$ cat src/rtl/puf_crp_sequencer_if.sv
// Bundles the sequencer's receive, PUF and transmit signals.
//   master : environment side (UART receiver, PUF, UART transmitter, debug host)
//   slave  : the sequencer itself
// Signals:
//   rx_valid/rx_data/loopback  received word and mode, sampled together
//   clr_err                    synchronous clear of the overrun flag
//   puf_en/puf_challenge       PUF enable and registered challenge
//   puf_response               PUF response, valid after the settle window
//   tx_start/tx_data/tx_done   transmit handshake
//   busy/overrun/state         status and debug
interface puf_crp_sequencer_if #(
  parameter int unsigned WIDTH = 32
);
  logic             rx_valid;
  logic [WIDTH-1:0] rx_data;
  logic             loopback;
  logic             clr_err;
  logic             puf_en;
  logic [WIDTH-1:0] puf_challenge;
  logic [WIDTH-1:0] puf_response;
  logic             tx_start;
  logic [WIDTH-1:0] tx_data;
  logic             tx_done;
  logic             busy;
  logic             overrun;
  logic [2:0]       state;

  modport master (
    output rx_valid, rx_data, loopback, clr_err, puf_response, tx_done,
    input  puf_en, puf_challenge, tx_start, tx_data, busy, overrun, state
  );

  modport slave (
    input  rx_valid, rx_data, loopback, clr_err, puf_response, tx_done,
    output puf_en, puf_challenge, tx_start, tx_data, busy, overrun, state
  );
endinterface

$ cat src/rtl/puf_crp_sequencer.sv
// Challenge/response sequencer between a UART receiver, an arbiter PUF and a
// UART transmitter. A received word becomes the (optionally gray-coded) PUF
// challenge; the PUF is evaluated NUM_EVALS times with settle/rest windows and
// each response bit is majority-voted before being handed to the transmitter.
// Loopback mode echoes the received word without touching the PUF.
// Ports:
//   clk   system clock, rising edge
//   rst_n asynchronous active-low reset
//   bus   puf_crp_sequencer_if.slave (rx, PUF, tx handshake, status)
module puf_crp_sequencer #(
  parameter int unsigned WIDTH         = 32,
  parameter int unsigned SETTLE_CYCLES = 16,
  parameter int unsigned REST_CYCLES   = 2,
  parameter int unsigned NUM_EVALS     = 5,
  parameter bit          GRAY_EN       = 1'b1
) (
  input  logic                 clk,
  input  logic                 rst_n,
  puf_crp_sequencer_if.slave   bus
);

  localparam int unsigned CntW = $clog2(NUM_EVALS + 1);

  localparam logic [7:0]      SettleLast = 8'(SETTLE_CYCLES - 1);
  localparam logic [7:0]      RestLast   = 8'(REST_CYCLES - 1);
  localparam logic [3:0]      EvalLast   = 4'(NUM_EVALS - 1);
  localparam logic [CntW-1:0] Half       = CntW'(NUM_EVALS / 2);

  typedef enum logic [2:0] {
    StIdle   = 3'd0,
    StArm    = 3'd1,
    StSample = 3'd2,
    StRest   = 3'd3,
    StSend   = 3'd4,
    StWaitTx = 3'd5
  } state_e;

  state_e                     state_q, state_d;
  logic                       puf_en_q, puf_en_d;
  logic [WIDTH-1:0]           challenge_q, challenge_d;
  logic                       tx_start_q, tx_start_d;
  logic [WIDTH-1:0]           tx_data_q, tx_data_d;
  logic                       overrun_q, overrun_d;
  logic [7:0]                 tmr_q, tmr_d;
  logic [3:0]                 eval_q, eval_d;
  logic [WIDTH-1:0][CntW-1:0] ones_q, ones_d;

  // Per-bit running count including the response present this cycle; only
  // consumed in the sample state, where it can reach at most NUM_EVALS.
  logic [WIDTH-1:0][CntW-1:0] ones_sum;
  logic [WIDTH-1:0]           vote;

  always_comb begin
    ones_sum = '0;
    vote     = '0;
    for (int i = 0; i < WIDTH; i++) begin
      ones_sum[i] = ones_q[i] + CntW'(bus.puf_response[i]);
      vote[i]     = ones_sum[i] > Half;
    end
  end

  always_comb begin
    state_d     = state_q;
    puf_en_d    = puf_en_q;
    challenge_d = challenge_q;
    tx_start_d  = 1'b0;
    tx_data_d   = tx_data_q;
    tmr_d       = tmr_q;
    eval_d      = eval_q;
    ones_d      = ones_q;

    // A word arriving outside idle is lost; a simultaneous drop beats clr_err.
    overrun_d = overrun_q;
    if (bus.rx_valid && (state_q != StIdle)) begin
      overrun_d = 1'b1;
    end else if (bus.clr_err) begin
      overrun_d = 1'b0;
    end

    case (state_q)
      StIdle: begin
        if (bus.rx_valid) begin
          if (bus.loopback) begin
            tx_data_d  = bus.rx_data;
            tx_start_d = 1'b1;
            state_d    = StSend;
          end else begin
            challenge_d = GRAY_EN ? (bus.rx_data ^ (bus.rx_data >> 1)) : bus.rx_data;
            ones_d      = '0;
            eval_d      = '0;
            tmr_d       = '0;
            puf_en_d    = 1'b1;
            state_d     = StArm;
          end
        end
      end
      StArm: begin
        if (tmr_q == SettleLast) begin
          tmr_d   = '0;
          state_d = StSample;
        end else begin
          tmr_d = tmr_q + 8'd1;
        end
      end
      StSample: begin
        ones_d   = ones_sum;
        eval_d   = eval_q + 4'd1;
        puf_en_d = 1'b0;
        if (eval_q == EvalLast) begin
          tx_data_d  = vote;
          tx_start_d = 1'b1;
          state_d    = StSend;
        end else begin
          state_d = StRest;
        end
      end
      StRest: begin
        if (tmr_q == RestLast) begin
          tmr_d    = '0;
          puf_en_d = 1'b1;
          state_d  = StArm;
        end else begin
          tmr_d = tmr_q + 8'd1;
        end
      end
      StSend: begin
        state_d = StWaitTx;
      end
      StWaitTx: begin
        if (bus.tx_done) begin
          state_d = StIdle;
        end
      end
      default: begin
        // Unused encodings fall back to idle with the PUF disabled.
        puf_en_d = 1'b0;
        state_d  = StIdle;
      end
    endcase
  end

  always_ff @(posedge clk or negedge rst_n) begin
    if (!rst_n) begin
      state_q     <= StIdle;
      puf_en_q    <= 1'b0;
      challenge_q <= '0;
      tx_start_q  <= 1'b0;
      tx_data_q   <= '0;
      overrun_q   <= 1'b0;
      tmr_q       <= '0;
      eval_q      <= '0;
      ones_q      <= '0;
    end else begin
      state_q     <= state_d;
      puf_en_q    <= puf_en_d;
      challenge_q <= challenge_d;
      tx_start_q  <= tx_start_d;
      tx_data_q   <= tx_data_d;
      overrun_q   <= overrun_d;
      tmr_q       <= tmr_d;
      eval_q      <= eval_d;
      ones_q      <= ones_d;
    end
  end

  assign bus.puf_en        = puf_en_q;
  assign bus.puf_challenge = challenge_q;
  assign bus.tx_start      = tx_start_q;
  assign bus.tx_data       = tx_data_q;
  assign bus.overrun       = overrun_q;
  assign bus.busy          = (state_q != StIdle);
  assign bus.state         = state_q;

endmodule

$ cat src/flat_wrapper.sv
// flat-port wrapper written by rule: the top's interface ports become plain ports
module puf_crp_sequencer_flat 
#(
  parameter int unsigned WIDTH         = 32,
  parameter int unsigned SETTLE_CYCLES = 16,
  parameter int unsigned REST_CYCLES   = 2,
  parameter int unsigned NUM_EVALS     = 5,
  parameter bit          GRAY_EN       = 1'b1
)
  (clk, rst_n, bus_rx_valid, bus_rx_data, bus_loopback, bus_clr_err, bus_puf_response, bus_tx_done, bus_puf_en, bus_puf_challenge, bus_tx_start, bus_tx_data, bus_busy, bus_overrun, bus_state);
  puf_crp_sequencer_if #(.WIDTH(WIDTH)) bus_i ();
  input  logic clk;
  input  logic rst_n;
  input wire logic [$bits(bus_i.rx_valid)-1:0] bus_rx_valid;
  input wire logic [$bits(bus_i.rx_data)-1:0] bus_rx_data;
  input wire logic [$bits(bus_i.loopback)-1:0] bus_loopback;
  input wire logic [$bits(bus_i.clr_err)-1:0] bus_clr_err;
  input wire logic [$bits(bus_i.puf_response)-1:0] bus_puf_response;
  input wire logic [$bits(bus_i.tx_done)-1:0] bus_tx_done;
  output wire logic [$bits(bus_i.puf_en)-1:0] bus_puf_en;
  output wire logic [$bits(bus_i.puf_challenge)-1:0] bus_puf_challenge;
  output wire logic [$bits(bus_i.tx_start)-1:0] bus_tx_start;
  output wire logic [$bits(bus_i.tx_data)-1:0] bus_tx_data;
  output wire logic [$bits(bus_i.busy)-1:0] bus_busy;
  output wire logic [$bits(bus_i.overrun)-1:0] bus_overrun;
  output wire logic [$bits(bus_i.state)-1:0] bus_state;
  assign bus_i.rx_valid = bus_rx_valid;
  assign bus_i.rx_data = bus_rx_data;
  assign bus_i.loopback = bus_loopback;
  assign bus_i.clr_err = bus_clr_err;
  assign bus_i.puf_response = bus_puf_response;
  assign bus_i.tx_done = bus_tx_done;
  assign bus_puf_en = bus_i.puf_en;
  assign bus_puf_challenge = bus_i.puf_challenge;
  assign bus_tx_start = bus_i.tx_start;
  assign bus_tx_data = bus_i.tx_data;
  assign bus_busy = bus_i.busy;
  assign bus_overrun = bus_i.overrun;
  assign bus_state = bus_i.state;
  puf_crp_sequencer #(.WIDTH(WIDTH), .SETTLE_CYCLES(SETTLE_CYCLES), .REST_CYCLES(REST_CYCLES), .NUM_EVALS(NUM_EVALS), .GRAY_EN(GRAY_EN)) u_core (.clk(clk), .rst_n(rst_n), .bus(bus_i));
endmodule
$ cat config.mk
export PLATFORM = sky130hd
export DESIGN_NAME = puf_crp_sequencer_flat
export DESIGN_NICKNAME = d
export VERILOG_FILES = /design/src/rtl/puf_crp_sequencer_if.sv /design/src/rtl/puf_crp_sequencer.sv /design/src/flat_wrapper.sv
export SDC_FILE = /design/constraint.sdc
export NUM_CORES = 1
export LEC_CHECK = 0
export BUFFER_PORTS_ARGS = -buffer_cell sky130_fd_sc_hd__buf_2
export CAP_MARGIN = 20
export CORE_MARGIN = 4
export CORE_UTILIZATION = 49
export DETAILED_ROUTE_END_ITERATION = 6
export GPL_TIMING_DRIVEN = 0
export PLACE_DENSITY = 0.67
export SETUP_SLACK_MARGIN = 0.2
export SYNTH_ARGS = -nofsm -noshare
export SYNTH_HDL_FRONTEND = slang
export SYNTH_SLANG_ARGS = --single-unit
$ cat constraint.sdc
create_clock -name clk -period 2.26 [get_ports clk]
set_input_delay 0.452 -clock clk [delete_from_list [all_inputs] [get_ports clk]]
set_output_delay 0.452 -clock clk [all_outputs]
set_load 0.03 [all_outputs]
==> metrics.cfg, run 1 <==
[power_and_ir_drop]
powerDensity_nw_per_um2 = 1040
leakagePower_nw = 5.64
clock_power_share = 0.295
netSwitchingPower_mw = 4.03
pwr-share-comb = 0.327
finalPower_mw = 11.2
power.internal_mw = 7.14
ir_drop_mv = 0.685
p_seq_frac = 0.378
switching_share = 0.361

[cts]
clock_latency_ps = 430
clockBufferDepth = 2
cts.sinks = 178
cts-root-buf = clkbuf_16
clk_pin_slew_ps = 70
htreeDepth = 4
cts_tree = yes
cts_made_buffers = 17

[layout]
layout_common_cells = 177 x dfrtp_1, 153 x buf_2, 127 x o21ai_0
seq_area_um2 = 4460
n_fill_cell = 1507
design_area_um2 = 10800
final_common_cell = dfrtp_1
layout-drive-gt1-share = 0.238
fin_cells = 1244
area_growth_pct = 19.2
multi_input_area_um2 = 4270
final_nets = 1139

[yosys]
syn_inst = 838
synth-main-ff-cell = dfrtp_1
synth_enable_flop_cells = 0
synth_seq_cells = 178
syn_nets = 976
synth_warnings = 0
synth_area_um2 = 9040
synth.yosys.seq_area_share = 0.493
yosysUniqueCellTypes = 44
avgSynthCellArea_um2 = 10.8
async_flop_share = 1.00

[critical_path]
setup.worst_path.class = reg -> out
cp.arrival_ps = 1530
reg2reg_from = u_core.bus.state[1]$_DFFE_PN0P_
cp.required_ps = 1810
end_kind = primary output
crit_path_start = u_core.bus.state[0]$_DFFE_PN0P_
worst-path-max-fanout = 6
start_kind = flop

[route]
highest-signal-layer = met4
post_drt_via_cell_ratio = 5.43
drc = 0
wl_met3_um = 1040
finalWirelength_um = 21800
via_count = 6750
drtPass1Iterations = 4
wire_per_inst_um = 17.5
drt_iter0_markers = 280
wl_met1_um = 10200
detail-route-antenna-nets = 0
wl_met2_um = 10300

[grt]
antenna_found_initial = 1
grt_usage = 0.217
grt_pass1_wl_um = 35200
grt-ovfl-total = 0
grt_pass1_vias = 6847
grt_max_degree = 113

[floorplanning]
io_pins = 141
row_count = 49
die-height_um = 144
start_util = 0.501
die_area_um2 = 20700
fp.dieW_um = 144
fp.coreArea_um2 = 18000

[timing]
min_period_over_period = 0.879
rsz0062_at_grt = no
max-slew-margin-rel = 0.506
max_freq_ghz = 0.504
finalCriticalPeriod_ps = 1990
fin_ws_ps = 274
finalHoldViolCount = 0
tns_ps = 0
worst_pin_slew_ps = 734
slew_viol_final = 0
setup_viol = 0
fin_skew_ps = 11.8

[placed_design]
gp_congestion = 0.789
port_buffers = 140
place_area_um2 = 10100
placed_cells_incl_taps = 1208
post-place-ws_ps = -89.7
dp_hpwl_um = 15000

[min_path]
hold_class = in -> reg
hold_start = bus_clr_err

[status]
status = finished clean

[job]
cap_violations = 0

per-stage QoR:
step | hold WS [ps] | utilization
after global placement | 457 | 0.556
after global routing | 224 | 0.598
after floorplan | 156 | -
after detailed placement | 443 | 0.558
final | 211 | 0.598
after CTS | 189 | 0.596
critical path, stage by stage (launching register included):
cell and delay [ps]:
dfrtp_2 440, or3_1 340, buf_2 160, buf_4 170
Yosys cell counts (all sizes together), types with 3 or more instances:
library cell,count,share of area
dfrtp,178,0.49
o21ai,141,0.079
nand2,108,0.045
ha,68,0.094
a22o,65,0.063
a21oi,39,0.022
nor2,39,0.016
mux2,33,0.053
xnor2,33,0.032
xor2,32,0.031
buf,27,0.025
clkbuf,21,0.0089
inv,7,0.0029
nand3,5,0.0028
nor3,5,0.0028
a211oi,3,0.0025
nor2b,3,0.0021
nor3b,3,0.0025
o21a,3,0.0025
final cells by class:
type | count | area share
Sequential cell | 178 | 0.414
Timing Repair Buffer | 144 | 0.0711
Multi-Input combinational cell | 605 | 0.396
Inverter | 7 | 0.00244
Clock buffer | 20 | 0.0424
Antenna cell | 1 | 0.000232
Clock inverter | 12 | 0.0185
Buffer | 48 | 0.0290
Tap cell | 229 | 0.0266
power groups by stage:
stage / Combinational (mW) / Clock (mW) / Sequential, mW
after floorplan: 1.33 / 0 / 5.42
after global placement: 3.63 / 0 / 4.26
after detailed placement: 3.68 / 0 / 4.27
after CTS: 3.69 / 3.36 / 4.23
after global routing: 3.97 / 3.49 / 4.31
final: 3.65 / 3.30 / 4.22
logic make-up after synthesis:
kind of cell | synth area share
mux | 0.0532
flops | 0.493
compound gates | 0.176
simple gates | 0.0842
fa+ha+maj | 0.0941
buf+inv | 0.0365
xor+xnor | 0.0630
routing by layer:
layer,GRT usage,vias to the layer above
met4,0.0580,0
met2,0.349,137
met3,0.0379,15
met5,0,-
met1,0.304,3285
li1,-,3313
state kept, by name, summed over array words and instances, names as in the netlist:
name,count
u_core.bus.overrun,1
u_core.bus.tx_start,1
u_core.bus.state,3
u_core.bus.puf_challenge,32
u_core.bus.puf_en,1
u_core.ones_q,96
u_core.eval_q,4
u_core.tmr_q,8
u_core.bus.tx_data,32
timing repair:
item,in CTS,in global routing
hold buffers,1,0
setup endpoints to repair,106,39
buffers inserted,0,2
gates resized for setup,3,9
hold endpoints to repair,45,0
final timing paths:
check | cells after the start | slack, ps | end
worst max register to register | 7 | 310 | u_core.bus.tx_data[17]$_DFFE_PN0P_
worst min-delay path | 2 | 210 | u_core.bus.overrun$_DFFE_PN0P_
min in group asynchronous | 2 | 540 | u_core.tmr_q[0]$_DFFE_PN0P_
worst min register to register | 2 | 470 | u_core.bus.puf_challenge[12]$_DFFE_PN0P_
worst max-delay path | 3 | 270 | bus_busy
max in group asynchronous | 3 | 770 | u_core.bus.tx_data[6]$_DFFE_PN0P_
No activity file was read; power rests on OpenSTA's default activity.
==> inputs of run 2 (changes only) <==
Settings changed: ABC_AREA set to 1, PLACE_DENSITY 0.67 to 0.68.
==> run 2 against run 1 <==
Against the previous run:
- via count grew 7.6%
- die area shrank 0.86%
- highest routed layer unchanged
- count of clock-buffer cells in the layout shrank 3
- largest power group unchanged
- total power shrank 34%
- critical endpoint is now u_core.bus.puf_challenge[26]$_DFFE_PN0P_
- setup slack gained 100 ps
- combinational power shrank 80%
- clock power shrank 3%
- non-clock buffer count shrank 7
- utilization shrank 0.62 points
- flip-flop and latch count is the same
==> metrics.cfg, run 2 <==
[layout]
layout-drive-gt1-share = 0.183
largest-register = u_core.ones_q
n_antenna_cell = 0
final_common_cell = nand2_1
layout_common_cells = 461 x nand2_1, 178 x dfrtp_1, 164 x buf_2
area_growth_pct = 18.6
final_nets = 1334
largest_reg_flops = 96

[timing]
rsz0062_at_grt = no
max_freq_ghz = 0.531
fin_skew_ps = 8.77
tns_ps = 0
worst_pin_slew_ps = 614
finalCriticalPeriod_ps = 1880
min_period_over_period = 0.833
setup_viol = 0
slew_viol_final = 0
max-slew-margin-rel = 0.591
finalHoldViolCount = 0
fin_ws_ps = 378

[yosys]
synth_seq_cells = 178
yosysMostFrequentCell = nand2_1
yosysUniqueCellTypes = 28
ys_top_cells_by_area = dfrtp_1 50%, nand2_1 19%, ha_1 9.5%
synth_area_um2 = 8960
synthTopCellsByCount = 461 x nand2_1, 178 x dfrtp_1, 121 x nand3_1
synth-main-ff-cell = dfrtp_1
synth_warnings = 0
synth_top_area_share = 0.497
synth_top_area_cell = dfrtp_1
synth_enable_flop_cells = 0
syn_nets = 1173
avgSynthCellArea_um2 = 8.65
synth.yosys.seq_area_share = 0.497
syn_inst = 1035
async_flop_share = 1.00

[cts]
cts-root-buf = clkbuf_16
clockBufferDepth = 2
cts_made_buffers = 17
htreeDepth = 4
ctsResizeCount = 0
cts_tree = yes
clock_latency_ps = 430
cts.sinks = 178
clk_pin_slew_ps = 70

[route]
wire_per_inst_um = 15.2
drc = 0
post_drt_via_cell_ratio = 5.05
drt_iter0_markers = 380
drtPass1Iterations = 5
via_count = 7261
finalWirelength_um = 21800
detail-route-antenna-nets = 0

[floorplanning]
die-height_um = 143
fp.dieW_um = 143
die_area_um2 = 20500
row_count = 49
start_util = 0.499
fp.coreArea_um2 = 18000
io_pins = 141

[grt]
grt-ovfl-total = 0
grt_max_degree = 114
grt_pass1_wl_um = 36300
grt_pass1_vias = 7308
grt_usage = 0.223
antenna_found_initial = 0

[critical_path]
worst-path-max-fanout = 10
cp.arrival_ps = 2210
start_kind = flop
path_cells = nor2_4 -> nand3_1 -> nor2_1 -> inv_2 -> clkbuf_1 -> o21ai_0
max_stage_delay_ps = 500
cp.required_ps = 2590
slowest_stage = dfrtp_1
setup.worst_path.class = reg -> reg
end_kind = flop

[placed_design]
post-place-ws_ps = 380
port_buffers = 140
dp_hpwl_um = 15500
gp_congestion = 0.820

[min_path]
hold_class = in -> reg

[job]
cap_violations = 0

[power_and_ir_drop]
powerDensity_nw_per_um2 = 697
ir_drop_mv = 0.552
leakagePower_nw = 6.16

[status]
status = finished clean

[run 2: cell types whose count changed after synthesis, sizes merged, moves of 33 or more]
cell | before | now
a22o | 65 | 0
nand2 | 108 | 465
o21ai | 141 | 41
mux2 | 33 | 0
nand3 | 5 | 121
a21oi | 39 | 0
[run 2: power by group]
part / switching, mW / internal [mW] / total (mW) / leakage (nW)
sequential: 0.107 / 3.37 / 3.47 / 2.32
clock: 1.33 / 1.87 / 3.20 / 0.310
combinational: 0.406 / 0.326 / 0.732 / 3.53
total: 1.84 / 5.56 / 7.40 / 6.16
[run 2: repair_timing]
item                                   in CTS  in global routing
endpoints found under the hold margin      64                  0
buffers inserted                            0                  0
hold buffers                                1                  0
[run 2: worst max-delay path: cells and delay by family (launching register included)]
kind / cells / cell delay, ps
and+or+nand+nor: 3 / 550
buffers and inverters: 2 / 470
AOI/OAI and AO/OA: 1 / 260
DFF: 1 / 500
[run 2: final cells by class]
cell class	count	area, um2
Fill cell	1637	7340
Sequential cell	178	4450
Multi-Input combinational cell	789	4170
Timing Repair Buffer	142	748
Clock buffer	17	425
Tap cell	229	287
Buffer	43	241
Clock inverter	15	206
Inverter	25	93.8
[run 2: final timing paths]
check / start / endpoint / slack, ps / cells past startpoint
max: u_core.bus.state[0]$_DFFE_PN0P_ / u_core.bus.puf_challenge[26]$_DFFE_PN0P_ / 380 / 6
min: bus_clr_err / u_core.bus.overrun$_DFFE_PN0P_ / 210 / 2
max reg2reg: u_core.bus.state[0]$_DFFE_PN0P_ / u_core.bus.puf_challenge[26]$_DFFE_PN0P_ / 380 / 6
min reg2reg: u_core.ones_q[84]$_DFFE_PN0P_ / u_core.ones_q[84]$_DFFE_PN0P_ / 480 / 2
max in group asynchronous: rst_n / u_core.bus.puf_challenge[1]$_DFFE_PN0P_ / 750 / 3
min in group asynchronous: rst_n / u_core.ones_q[63]$_DFFE_PN0P_ / 560 / 2
[run 2: kinds of logic (layout without fill, tap and decap cells)]
family                     count (synthesis)  in the layout  synth area share
AOI/OAI and AO/OA                         46             46            0.0268
xor gates and xnor gates                  69             69            0.0675
buffers and inverters                     68            242            0.0374
and+or+nand+nor                          606            606             0.276
adders and majority gates                 68             68            0.0950
DFF                                      178            178             0.497
[run 2: per-stage QoR]
stage | power [mW] | instances | area [um2] | util | hold slack (ps)
2_1_floorplan | 3.98 | 1035 | 8960 | - | 156
6_report | 7.40 | 1438 | 10600 | 0.591 | 213
4_1_cts | 7.46 | 1438 | 10600 | 0.591 | 199
5_1_grt | 7.74 | 1438 | 10600 | 0.591 | 220
3_3_place_gp | 4.23 | 1404 | 9940 | 0.554 | 457
3_5_place_dp | 4.27 | 1405 | 9980 | 0.556 | 438
[run 2: routing by layer]
metal	vias to the layer above	global-route usage	routed length [um]
met3	24	0.0388	961
met5	-	0	0
met4	0	0.0620	308
li1	3650	-	-
met1	3444	0.304	10100
met2	143	0.369	10400
